File: src/rtl/vstreamout_packer_if.sv
`default_nettype none
// ============================================================================
//  Module      : vstreamout_col_if / vstreamout_axis_if
//  Description : Column-side handshake and AXI-Stream beat bus for the
//                stream-out packer.
//  Revision    : 1.0  initial release
// ============================================================================

interface vstreamout_col_if #(
   parameter int NUM_COL = 4,
   parameter int DWIDTH  = 32,
   parameter int VLEN_W  = 8
);
   logic                      is_vstreamout_global;
   logic [NUM_COL-1:0]        supplier;
   logic [NUM_COL*DWIDTH-1:0] col_data;
   logic [NUM_COL-1:0]        col_valid;
   logic [VLEN_W-1:0]         vec_len;
   logic [NUM_COL-1:0]        col_ready;
   logic [NUM_COL-1:0]        done;
   logic                      busy;

   modport master (
      output is_vstreamout_global, supplier, col_data, col_valid, vec_len,
      input  col_ready, done, busy
   );
   modport slave (
      input  is_vstreamout_global, supplier, col_data, col_valid, vec_len,
      output col_ready, done, busy
   );
endinterface

interface vstreamout_axis_if #(
   parameter int PACK   = 4,
   parameter int DWIDTH = 32
);
   logic [PACK*DWIDTH-1:0]   m_axis_tdata;
   logic [PACK*DWIDTH/8-1:0] m_axis_tkeep;
   logic                     m_axis_tvalid;
   logic                     m_axis_tlast;
   logic                     m_axis_tready;

   modport master (
      output m_axis_tdata, m_axis_tkeep, m_axis_tvalid, m_axis_tlast,
      input  m_axis_tready
   );
   modport slave (
      input  m_axis_tdata, m_axis_tkeep, m_axis_tvalid, m_axis_tlast,
      output m_axis_tready
   );
endinterface

`default_nettype wire

File: src/rtl/vstreamout_packer.sv
`default_nettype none
// ============================================================================
//  Module      : vstreamout_packer
//  Description : Packs per-column stream-out words into PACK-word AXI-Stream
//                beats through a small FWFT FIFO; issues per-column done.
//  Revision    : 1.0  initial release
// ============================================================================

module vstreamout_packer #(
   parameter int NUM_COL    = 4,
   parameter int DWIDTH     = 32,
   parameter int PACK       = 4,
   parameter int FIFO_DEPTH = 8,
   parameter int VLEN_W     = 8
) (
   input  logic              clk,
   input  logic              rst,
   vstreamout_col_if.slave   col,
   vstreamout_axis_if.master axis
);

   localparam int c_lane_w = $clog2(PACK);
   localparam int c_aw     = $clog2(FIFO_DEPTH);
   localparam int c_kw     = DWIDTH / 8;
   localparam int c_ent_w  = 1 + PACK*c_kw + PACK*DWIDTH;

   typedef enum logic [1:0] {
      S_IDLE    = 2'd0,
      S_STREAM  = 2'd1,
      S_HANDOFF = 2'd2,
      S_DRAIN   = 2'd3
   } state_t;

   state_t                  r_state;
   logic [VLEN_W-1:0]       r_vlen;
   logic [VLEN_W-1:0]       r_word_cnt;
   logic [c_lane_w-1:0]     r_lane;
   logic [PACK*DWIDTH-1:0]  r_pack;
   logic [NUM_COL-1:0]      r_done;

   logic [c_ent_w-1:0]      r_mem [FIFO_DEPTH];
   logic [c_aw-1:0]         r_wr_ptr;
   logic [c_aw-1:0]         r_rd_ptr;
   logic [c_aw:0]           r_count;

   logic                    w_fifo_full;
   logic                    w_fifo_empty;
   logic                    w_zero_len;
   logic                    w_streaming;
   logic                    w_accept;
   logic                    w_col_last;
   logic                    w_stream_last;
   logic                    w_push;
   logic                    w_pop;
   logic [DWIDTH-1:0]       w_word;
   logic [PACK*DWIDTH-1:0]  w_beat_data;
   logic [PACK*c_kw-1:0]    w_beat_keep;
   logic [c_ent_w-1:0]      w_head;

   assign w_fifo_full   = (r_count == (c_aw+1)'(FIFO_DEPTH));
   assign w_fifo_empty  = (r_count == '0);
   assign w_zero_len    = (r_vlen == '0);
   assign w_streaming   = (r_state == S_STREAM) && !w_zero_len;

   assign col.col_ready = (w_streaming && !w_fifo_full) ? col.supplier : '0;
   assign col.done      = r_done;
   assign col.busy      = (r_state != S_IDLE);

   assign w_accept      = |(col.col_valid & col.col_ready);
   assign w_col_last    = (r_word_cnt == r_vlen - VLEN_W'(1));
   assign w_stream_last = w_col_last && col.supplier[NUM_COL-1];
   assign w_push        = w_accept && ((r_lane == c_lane_w'(PACK-1)) || w_stream_last);
   assign w_pop         = axis.m_axis_tvalid && axis.m_axis_tready;

   always_comb begin
      w_word = '0;
      for (int i = 0; i < NUM_COL; i++) begin
         if (col.supplier[i]) w_word = w_word | col.col_data[i*DWIDTH +: DWIDTH];
      end
   end

   // Pack register holds zeros above the fill point, so a partial beat is clean
   always_comb begin
      w_beat_data = r_pack;
      w_beat_keep = '0;
      for (int l = 0; l < PACK; l++) begin
         if (c_lane_w'(l) == r_lane) w_beat_data[l*DWIDTH +: DWIDTH] = w_word;
         if (c_lane_w'(l) <= r_lane) w_beat_keep[l*c_kw +: c_kw] = '1;
      end
   end

   always_ff @(posedge clk) begin
      if (rst) begin
         r_state    <= S_IDLE;
         r_vlen     <= '0;
         r_word_cnt <= '0;
         r_lane     <= '0;
         r_pack     <= '0;
         r_done     <= '0;
      end else begin
         r_done <= '0;
         case (r_state)
            S_IDLE: begin
               if (col.is_vstreamout_global) begin
                  r_vlen     <= col.vec_len;
                  r_word_cnt <= '0;
                  r_lane     <= '0;
                  r_pack     <= '0;
                  r_state    <= S_STREAM;
               end
            end
            S_STREAM: begin
               if (w_zero_len) begin
                  r_done  <= col.supplier;
                  r_state <= S_HANDOFF;
               end else if (w_accept) begin
                  r_lane <= r_lane + c_lane_w'(1);
                  r_pack <= w_push ? '0 : w_beat_data;
                  if (w_col_last) begin
                     r_word_cnt <= '0;
                     r_done     <= col.supplier;
                     r_state    <= S_HANDOFF;
                  end else begin
                     r_word_cnt <= r_word_cnt + VLEN_W'(1);
                  end
               end
            end
            S_HANDOFF: begin
               r_state <= r_done[NUM_COL-1] ? S_DRAIN : S_STREAM;
            end
            S_DRAIN: begin
               if (w_fifo_empty || ((r_count == (c_aw+1)'(1)) && w_pop)) r_state <= S_IDLE;
            end
            default: r_state <= S_IDLE;
         endcase
      end
   end

   always_ff @(posedge clk) begin
      if (w_push) r_mem[r_wr_ptr] <= {w_stream_last, w_beat_keep, w_beat_data};
   end

   always_ff @(posedge clk) begin
      if (rst) begin
         r_wr_ptr <= '0;
         r_rd_ptr <= '0;
         r_count  <= '0;
      end else begin
         if (w_push) r_wr_ptr <= r_wr_ptr + c_aw'(1);
         if (w_pop)  r_rd_ptr <= r_rd_ptr + c_aw'(1);
         case ({w_push, w_pop})
            2'b10:   r_count <= r_count + (c_aw+1)'(1);
            2'b01:   r_count <= r_count - (c_aw+1)'(1);
            default: r_count <= r_count;
         endcase
      end
   end

   // First-word fall-through head; outputs forced to zero while empty
   assign w_head             = r_mem[r_rd_ptr];
   assign axis.m_axis_tvalid = !w_fifo_empty;
   assign axis.m_axis_tdata  = w_fifo_empty ? '0 : w_head[PACK*DWIDTH-1:0];
   assign axis.m_axis_tkeep  = w_fifo_empty ? '0 : w_head[PACK*DWIDTH +: PACK*c_kw];
   assign axis.m_axis_tlast  = !w_fifo_empty && w_head[c_ent_w-1];

endmodule

`default_nettype wire

File: src/flat_wrapper.sv
// flat-port wrapper written by rule: the top's interface ports become plain ports
module vstreamout_packer_flat 
#(
   parameter int NUM_COL    = 4,
   parameter int DWIDTH     = 32,
   parameter int PACK       = 4,
   parameter int FIFO_DEPTH = 8,
   parameter int VLEN_W     = 8
)
  (clk, rst, col_is_vstreamout_global, col_supplier, col_col_data, col_col_valid, col_vec_len, col_col_ready, col_done, col_busy, axis_m_axis_tdata, axis_m_axis_tkeep, axis_m_axis_tvalid, axis_m_axis_tlast, axis_m_axis_tready);
  vstreamout_col_if #(.NUM_COL(NUM_COL), .DWIDTH(DWIDTH), .VLEN_W(VLEN_W)) col_i ();
  vstreamout_axis_if #(.PACK(PACK), .DWIDTH(DWIDTH)) axis_i ();
  input  logic clk;
  input  logic rst;
  input wire logic [$bits(col_i.is_vstreamout_global)-1:0] col_is_vstreamout_global;
  input wire logic [$bits(col_i.supplier)-1:0] col_supplier;
  input wire logic [$bits(col_i.col_data)-1:0] col_col_data;
  input wire logic [$bits(col_i.col_valid)-1:0] col_col_valid;
  input wire logic [$bits(col_i.vec_len)-1:0] col_vec_len;
  output wire logic [$bits(col_i.col_ready)-1:0] col_col_ready;
  output wire logic [$bits(col_i.done)-1:0] col_done;
  output wire logic [$bits(col_i.busy)-1:0] col_busy;
  output wire logic [$bits(axis_i.m_axis_tdata)-1:0] axis_m_axis_tdata;
  output wire logic [$bits(axis_i.m_axis_tkeep)-1:0] axis_m_axis_tkeep;
  output wire logic [$bits(axis_i.m_axis_tvalid)-1:0] axis_m_axis_tvalid;
  output wire logic [$bits(axis_i.m_axis_tlast)-1:0] axis_m_axis_tlast;
  input wire logic [$bits(axis_i.m_axis_tready)-1:0] axis_m_axis_tready;
  assign col_i.is_vstreamout_global = col_is_vstreamout_global;
  assign col_i.supplier = col_supplier;
  assign col_i.col_data = col_col_data;
  assign col_i.col_valid = col_col_valid;
  assign col_i.vec_len = col_vec_len;
  assign col_col_ready = col_i.col_ready;
  assign col_done = col_i.done;
  assign col_busy = col_i.busy;
  assign axis_m_axis_tdata = axis_i.m_axis_tdata;
  assign axis_m_axis_tkeep = axis_i.m_axis_tkeep;
  assign axis_m_axis_tvalid = axis_i.m_axis_tvalid;
  assign axis_m_axis_tlast = axis_i.m_axis_tlast;
  assign axis_i.m_axis_tready = axis_m_axis_tready;
  vstreamout_packer #(.NUM_COL(NUM_COL), .DWIDTH(DWIDTH), .PACK(PACK), .FIFO_DEPTH(FIFO_DEPTH), .VLEN_W(VLEN_W)) u_core (.clk(clk), .rst(rst), .col(col_i), .axis(axis_i));
endmodule
File: config.mk
export PLATFORM = sky130hd
export DESIGN_NAME = vstreamout_packer_flat
export DESIGN_NICKNAME = d
export VERILOG_FILES = /design/src/rtl/vstreamout_packer_if.sv /design/src/rtl/vstreamout_packer.sv /design/src/flat_wrapper.sv
export SDC_FILE = /design/constraint.sdc
export NUM_CORES = 1
export LEC_CHECK = 0
export BUFFER_PORTS_ARGS = -buffer_cell sky130_fd_sc_hd__buf_2
export CAP_MARGIN = 20
export CORE_ASPECT_RATIO = 0.5
export CORE_MARGIN = 10
export CORE_UTILIZATION = 50
export CTS_CLUSTER_DIAMETER = 60
export CTS_CLUSTER_SIZE = 10
export DETAILED_ROUTE_END_ITERATION = 8
export GPL_ROUTABILITY_DRIVEN = 0
export HOLD_SLACK_MARGIN = 0.06
export PLACE_DENSITY = 0.68
export SYNTH_ARGS = -nofsm -noshare
export SYNTH_HDL_FRONTEND = slang
export SYNTH_SLANG_ARGS = --single-unit
File: constraint.sdc
create_clock -name clk -period 20.9 [get_ports clk]
set_clock_uncertainty 0.15 [all_clocks]
set_input_delay 4.18 -clock clk [delete_from_list [all_inputs] [get_ports clk]]
set_output_delay 4.18 -clock clk [all_outputs]
set_load 0.05 [all_outputs]
---- Word level (Yosys, flattened, before mapping) ----
Memory sizes are Yosys's and may differ from the RTL's. A register that Yosys moved wholly into a read port is not among the register bits.
Cells that the tools add are included.
storage, ports and cells
  bits of input ports ..................... 148
  memories ................................ 1
  flip-flop bits (word level) ............. 162
  RAM bits ................................ 1160
cells by class
  bitwise logic cells ..................... 5
  equal/unequal tests ..................... 18
  $lt $le $gt $ge ......................... 4
  $add $sub $neg .......................... 7
  muxes and demuxes ....................... 44
  reductions and logical operators ........ 24
memory list
  memory        depth  bits a word  rd ports  clocked after Yosys merged registers in  wr ports  RTL line                 source
  u_core.r_mem  8      145          1         1                                        1         vstreamout_packer.sv:41  logic [c_ent_w-1:0] r_mem [FIFO_DEPTH];
operators by type and width
  operator                                           count
  2-to-1 mux 128 bit                                 5
  2-to-1 mux 32 bit                                  8
  case mux 128 bit (2 select lines)                  1
  bitwise OR 32 bit                                  3
  2-to-1 mux 4 bit                                   8
  2-to-1 mux 8 bit                                   4
  2-to-1 mux 2 bit                                   9
  2-to-1 mux 16 bit                                  1
  case mux 8 bit (2 select lines)                    1
  adder 8 x 1 -> 8 bit (second input constant)       1
  == test 2 bit (second input constant)              4
  == test 8 bit                                      1
  logical NOT 8 bit                                  1
  case mux 2 bit (4 select lines)                    1
  case mux 4 bit (2 select lines)                    1
  AND reduction 4 bit                                2
  subtractor 8 x 1 -> 8 bit (second input constant)  1
  logical AND 1 bit                                  7
  adder 3 x 1 -> 3 bit (second input constant)       2
  2-to-1 mux 3 bit                                   2
  != test 3 x 1 -> 1 bit (second input constant)     2
  nonzero test 2 bit                                 3
  adder 4 x 1 -> 4 bit (second input constant)       1
  AND 4 bit                                          1
  21 further kinds                                   32

---- Depth between registers and ports, before layout ----
  depth after elaboration ................. 12
  depth in mapped cells ................... 12
  mapped depth without buffers ............ 12

---- Worst setup path after synthesis ----
No wires, ideal clock.
  path type ............................... input to register
  start point ............................. in col_supplier[3]
  end point ............................... mem u_core.r_mem[0][0] (netlist bit), enable pin
  path slack .............................. 2.193 ns
  data arrival time ....................... 17.610 ns
  path buffers ............................ 1
  cell stages on the path ................. 5
  setup time .............................. 0.947 ns
  required time ........................... 19.803 ns
  cell sequence ........................... clkbuf_1 inv_1 a2111oi_4 o21ai_2 nor4_1
on the way
  elaborated cells between the ends (all ways) .. 8
  classes of those cells .................. mux: 3; bitwise: 1; reduce/logical: 4
RTL lines
  what                                    RTL line                  source
  start: declaration                      flat_wrapper.sv:16        input wire logic [$bits(col_i.supplier)-1:0] col_supplier;
  logical AND 1 bit                       vstreamout_packer.sv:71   assign w_stream_last = w_col_last && col.supplier[NUM_COL-1];
  via u_core.w_stream_last                vstreamout_packer.sv:52   logic w_stream_last;
  logical OR 1 bit                        vstreamout_packer.sv:72   assign w_push = w_accept && ((r_lane == c_lane_w'(PACK-1)) || w_stream_last);
  logical AND 1 bit                       vstreamout_packer.sv:72
  2-to-1 mux 1 bit                        vstreamout_packer.sv:140  if (w_push) r_mem[r_wr_ptr] <= {w_stream_last, w_beat_keep, w_beat_data};
  2-to-1 mux 1 bit (implied by the code)  vstreamout_packer.sv:140
  end: declaration                        vstreamout_packer.sv:41
The timed path passes the listed nets, and every way through them passes these cells.

---- Worst setup path after layout ----
  start point ............................. in col_supplier[3]
  end point ............................... out col_col_ready[3]
on the way
  cells in the longest elaborated chain, start to end .. 1
RTL lines
  what              RTL line                 source
  2-to-1 mux 4 bit  vstreamout_packer.sv:65  assign col.col_ready = (w_streaming && !w_fifo_full) ? col.supplier : '0;
  end: declaration  flat_wrapper.sv:20       output wire logic [$bits(col_i.col_ready)-1:0] col_col_ready;
No other way between the ends.

==> flow_summary.yaml <==
sta:
  tightest_slew_ns: 1.39
  finalCritPeriodShare: 0.464
  rsz0062_at_grt: "false"
  relSlewSlack: 0.0736
  fin_crit_ns: 9.71
  whs_ns: 0.309
  fmax_ghz: 0.103
  tns_ns: 0
  hold_violations: 0
  drv_slew: 0
  setup_viol: 0
drt:
  vias_per_cell: 5.98
  vias: 25600
  drc: 0
  drt_first_pass_iters: 5
  wl_per_cell_um: 27.4
  drtIter0Drc: 2636
  antenna_left: 0
  routed_wl_um: 117000
synthesis:
  synthFlopType: "edfxtp_1"
  ys_seq_elements: 1221
  syn_area_mm2: 0.0476
  avgSynthCellArea_um2: 18.5
  synth_edf_count: 1056
  ys.warnings.count: 0
  syn_nets: 2738
  yosys-top-cells-count: "1056 x edfxtp_1, 285 x nor2_1, 264 x mux4_2"
  synth_top_area_cell: "edfxtp_1"
  synth_top_area_share: 0.667
  synth_cells: 2577
  yosysUniqueCellTypes: 56
  yosys.cell_count.top_type: "edfxtp_1"
  netlist_top_cells_area: "edfxtp_1 67%, mux4_2 13%, dfxtp_1 6.9%"
  synthArstFlopShare: 0
  ys_seq_area_frac: 0.736
clock_tree:
  cts_buffers: 140
  cts_tree: "built"
  cts_hold_buf: 0
  clock_sinks: 1221
  clock_latency_ns: 0.73
  post_cts_buffers: 0
  path_clk_slew_ns: 0.05
  post_cts_resized: 0
  ctsLongestPathBuffers: 3
  htreeDepth: 4
  cts-root-buf: "clkbuf_16"
worst_setup_path:
  critPathBufInv: 2
  critPathSlowestCell: "buf_2"
  max_stage_delay_ns: 0.65
  critPathKind: "input pin to primary output"
  worst_ep_arrival_time_ns: 5.38
  critPathLaunchType: "input pin"
  critPathTopFamily: "buffers and inverters"
  crit_path_end_kind: "primary output"
  crit_required_ns: 16.57
  cp_common_cell: "buf_2"
  critPathMaxFanout: 35
  critical_path.cell_chain: "buf_2 > and2_1 > buf_2"
floorplanning:
  initial_core_util: 0.508
  fp-row-count: 79
  die_y_um: 238
  die_area_mm2: 0.109
  core_mm2: 0.0936
  fp.dieW_um: 456
  io_pins: 303
cells_and_area:
  antenna-diode-count: 0
  design_area_mm2: 0.0547
  drive_above_1_share: 0.276
  fillers: 6843
  finalNetCount: 3066
  syn_to_final_growth_pct: 15.1
grt:
  grt_pass1_wl_um: 173000
  overflow: 0
  grt_pass1_vias: 26500
  grt_max_degree: 152
  antenna_found_initial: 2
  track_usage: 0.211
power_and_ir_drop:
  p_per_area_mw_per_mm2: 110
  power_leakage_nw: 18.0
  ir_worst_vdd_v: 0.0000817
  finalPower_w: 0.00603
flow_run:
  max_cap_violations: 0
placement:
  place_area_mm2: 0.0506
  port_buffers: 302
  dp_hpwl_um: 64300
run_status:
  status: "finished, final reports clean"
min_path:
  worstHoldPathType: "register to register"
-- worst reg2reg max path, stage by stage, from the launching register on --
cell and delay, ns:
dfxtp_1 0.42, inv_1 0.09, ha_1 0.23, nor2b_1 0.17, nor4b_1 0.32, nor3_1 0.15, a2111oi_4 0.80, o21ai_2 0.29
nor4_2 0.29, buf_4 0.55, buf_4 0.84
-- report_power, final --
part	total [W]	switching [W]	internal, W
Clock	0.00221	0.000915	0.00130
Combinational	0.00110	0.000777	0.000327
Sequential	0.00271	0.0000266	0.00269
Total	0.00603	0.00172	0.00431
-- through the flow --
| stage | std cells | util | setup WS, ns |
|---|---|---|---|
| after floorplan | 2577 | - | 2.19 |
| after global placement | 4018 | 0.541 | 11.30 |
| after detailed placement | 4018 | 0.541 | 11.24 |
| after CTS | 4270 | 0.585 | 10.97 |
| after global routing | 4270 | 0.585 | 10.74 |
| final | 4270 | 0.585 | 11.19 |
-- cell type report --
| class | instances | area, um^2 | share of cell area |
|---|---|---|---|
| Clock buffer | 244 | 4020 | 0.0735 |
| Timing Repair Buffer | 365 | 2060 | 0.0376 |
| Inverter | 12 | 45.0 | 0.000823 |
| Tap cell | 1255 | 1570 | 0.0287 |
| Multi-Input combinational cell | 1165 | 11900 | 0.218 |
| Clock inverter | 8 | 87.6 | 0.00160 |
| Sequential cell | 1221 | 35000 | 0.640 |
-- layer usage --
metal,track usage,routed length (um),up-vias
met3,0.0415,8240,173
met2,0.352,58200,926
met4,0.0688,2850,0
met1,0.281,47900,13400
li1,-,-,11000
met5,0,0,-
-- placed cells by master, fill, tap and decap left out, types with 9 or more instances in the layout --
| master | synthesis | final |
|---|---|---|
| mux2i_1 | 135 | 135 |
| a221oi_2 | 0 | 16 |
| a21oi_1 | 143 | 143 |
| ha_1 | 13 | 9 |
| nand2_1 | 26 | 26 |
| nor2_1 | 285 | 282 |
| a221oi_1 | 32 | 16 |
| a22o_1 | 131 | 131 |
| clkbuf_1 | 110 | 98 |
| mux4_2 | 264 | 264 |
| and2_1 | 39 | 38 |
| edfxtp_1 | 1056 | 1056 |
| dfxtp_1 | 165 | 162 |
| buf_4 | 13 | 57 |
| clkbuf_16 | 0 | 146 |
| buf_2 | 4 | 302 |
| inv_1 | 12 | 12 |
-- final timing paths --
| check | start | endpoint | slack [ns] | depth (start not counted) |
|---|---|---|---|---|
| max | col_supplier[3] | col_col_ready[3] | 11.19 | 3 |
| min | u_core.r_pack[120]$_SDFFE_PP0P_ | u_core.r_pack[120]$_SDFFE_PP0P_ | 0.31 | 1 |
| max reg2reg | u_core.r_vlen[0]$_SDFFE_PP0P_ | u_core.r_mem[0][75]$_DFFE_PP_ | 16.13 | 10 |
| min reg2reg | u_core.r_pack[120]$_SDFFE_PP0P_ | u_core.r_pack[120]$_SDFFE_PP0P_ | 0.31 | 1 |
-- cell families (layout without fill, tap and decap cells) --
logic type / Yosys count / in the layout / share of synthesized area
AO/OA/AOI/OAI: 337 / 337 / 0.0504
AND/OR/NAND/NOR: 401 / 401 / 0.0369
flip-flops: 1221 / 1221 / 0.736
adder cells (fa/ha/maj): 13 / 13 / 0.00342
multiplexers: 403 / 403 / 0.154
buffers and inverters: 191 / 629 / 0.0168
XOR/XNOR: 11 / 11 / 0.00203
-- registers in the layout, indices dropped and copies added, names as in the netlist, named ones only --
signal / flops
u_core.col.done: 4
u_core.r_count: 4
u_core.r_lane: 2
u_core.r_mem: 1056
u_core.r_pack: 128
u_core.r_rd_ptr: 3
u_core.r_state: 2
u_core.r_vlen: 8
u_core.r_word_cnt: 8
u_core.r_wr_ptr: 3
Note: power is estimated with default switching activity, not from simulation.
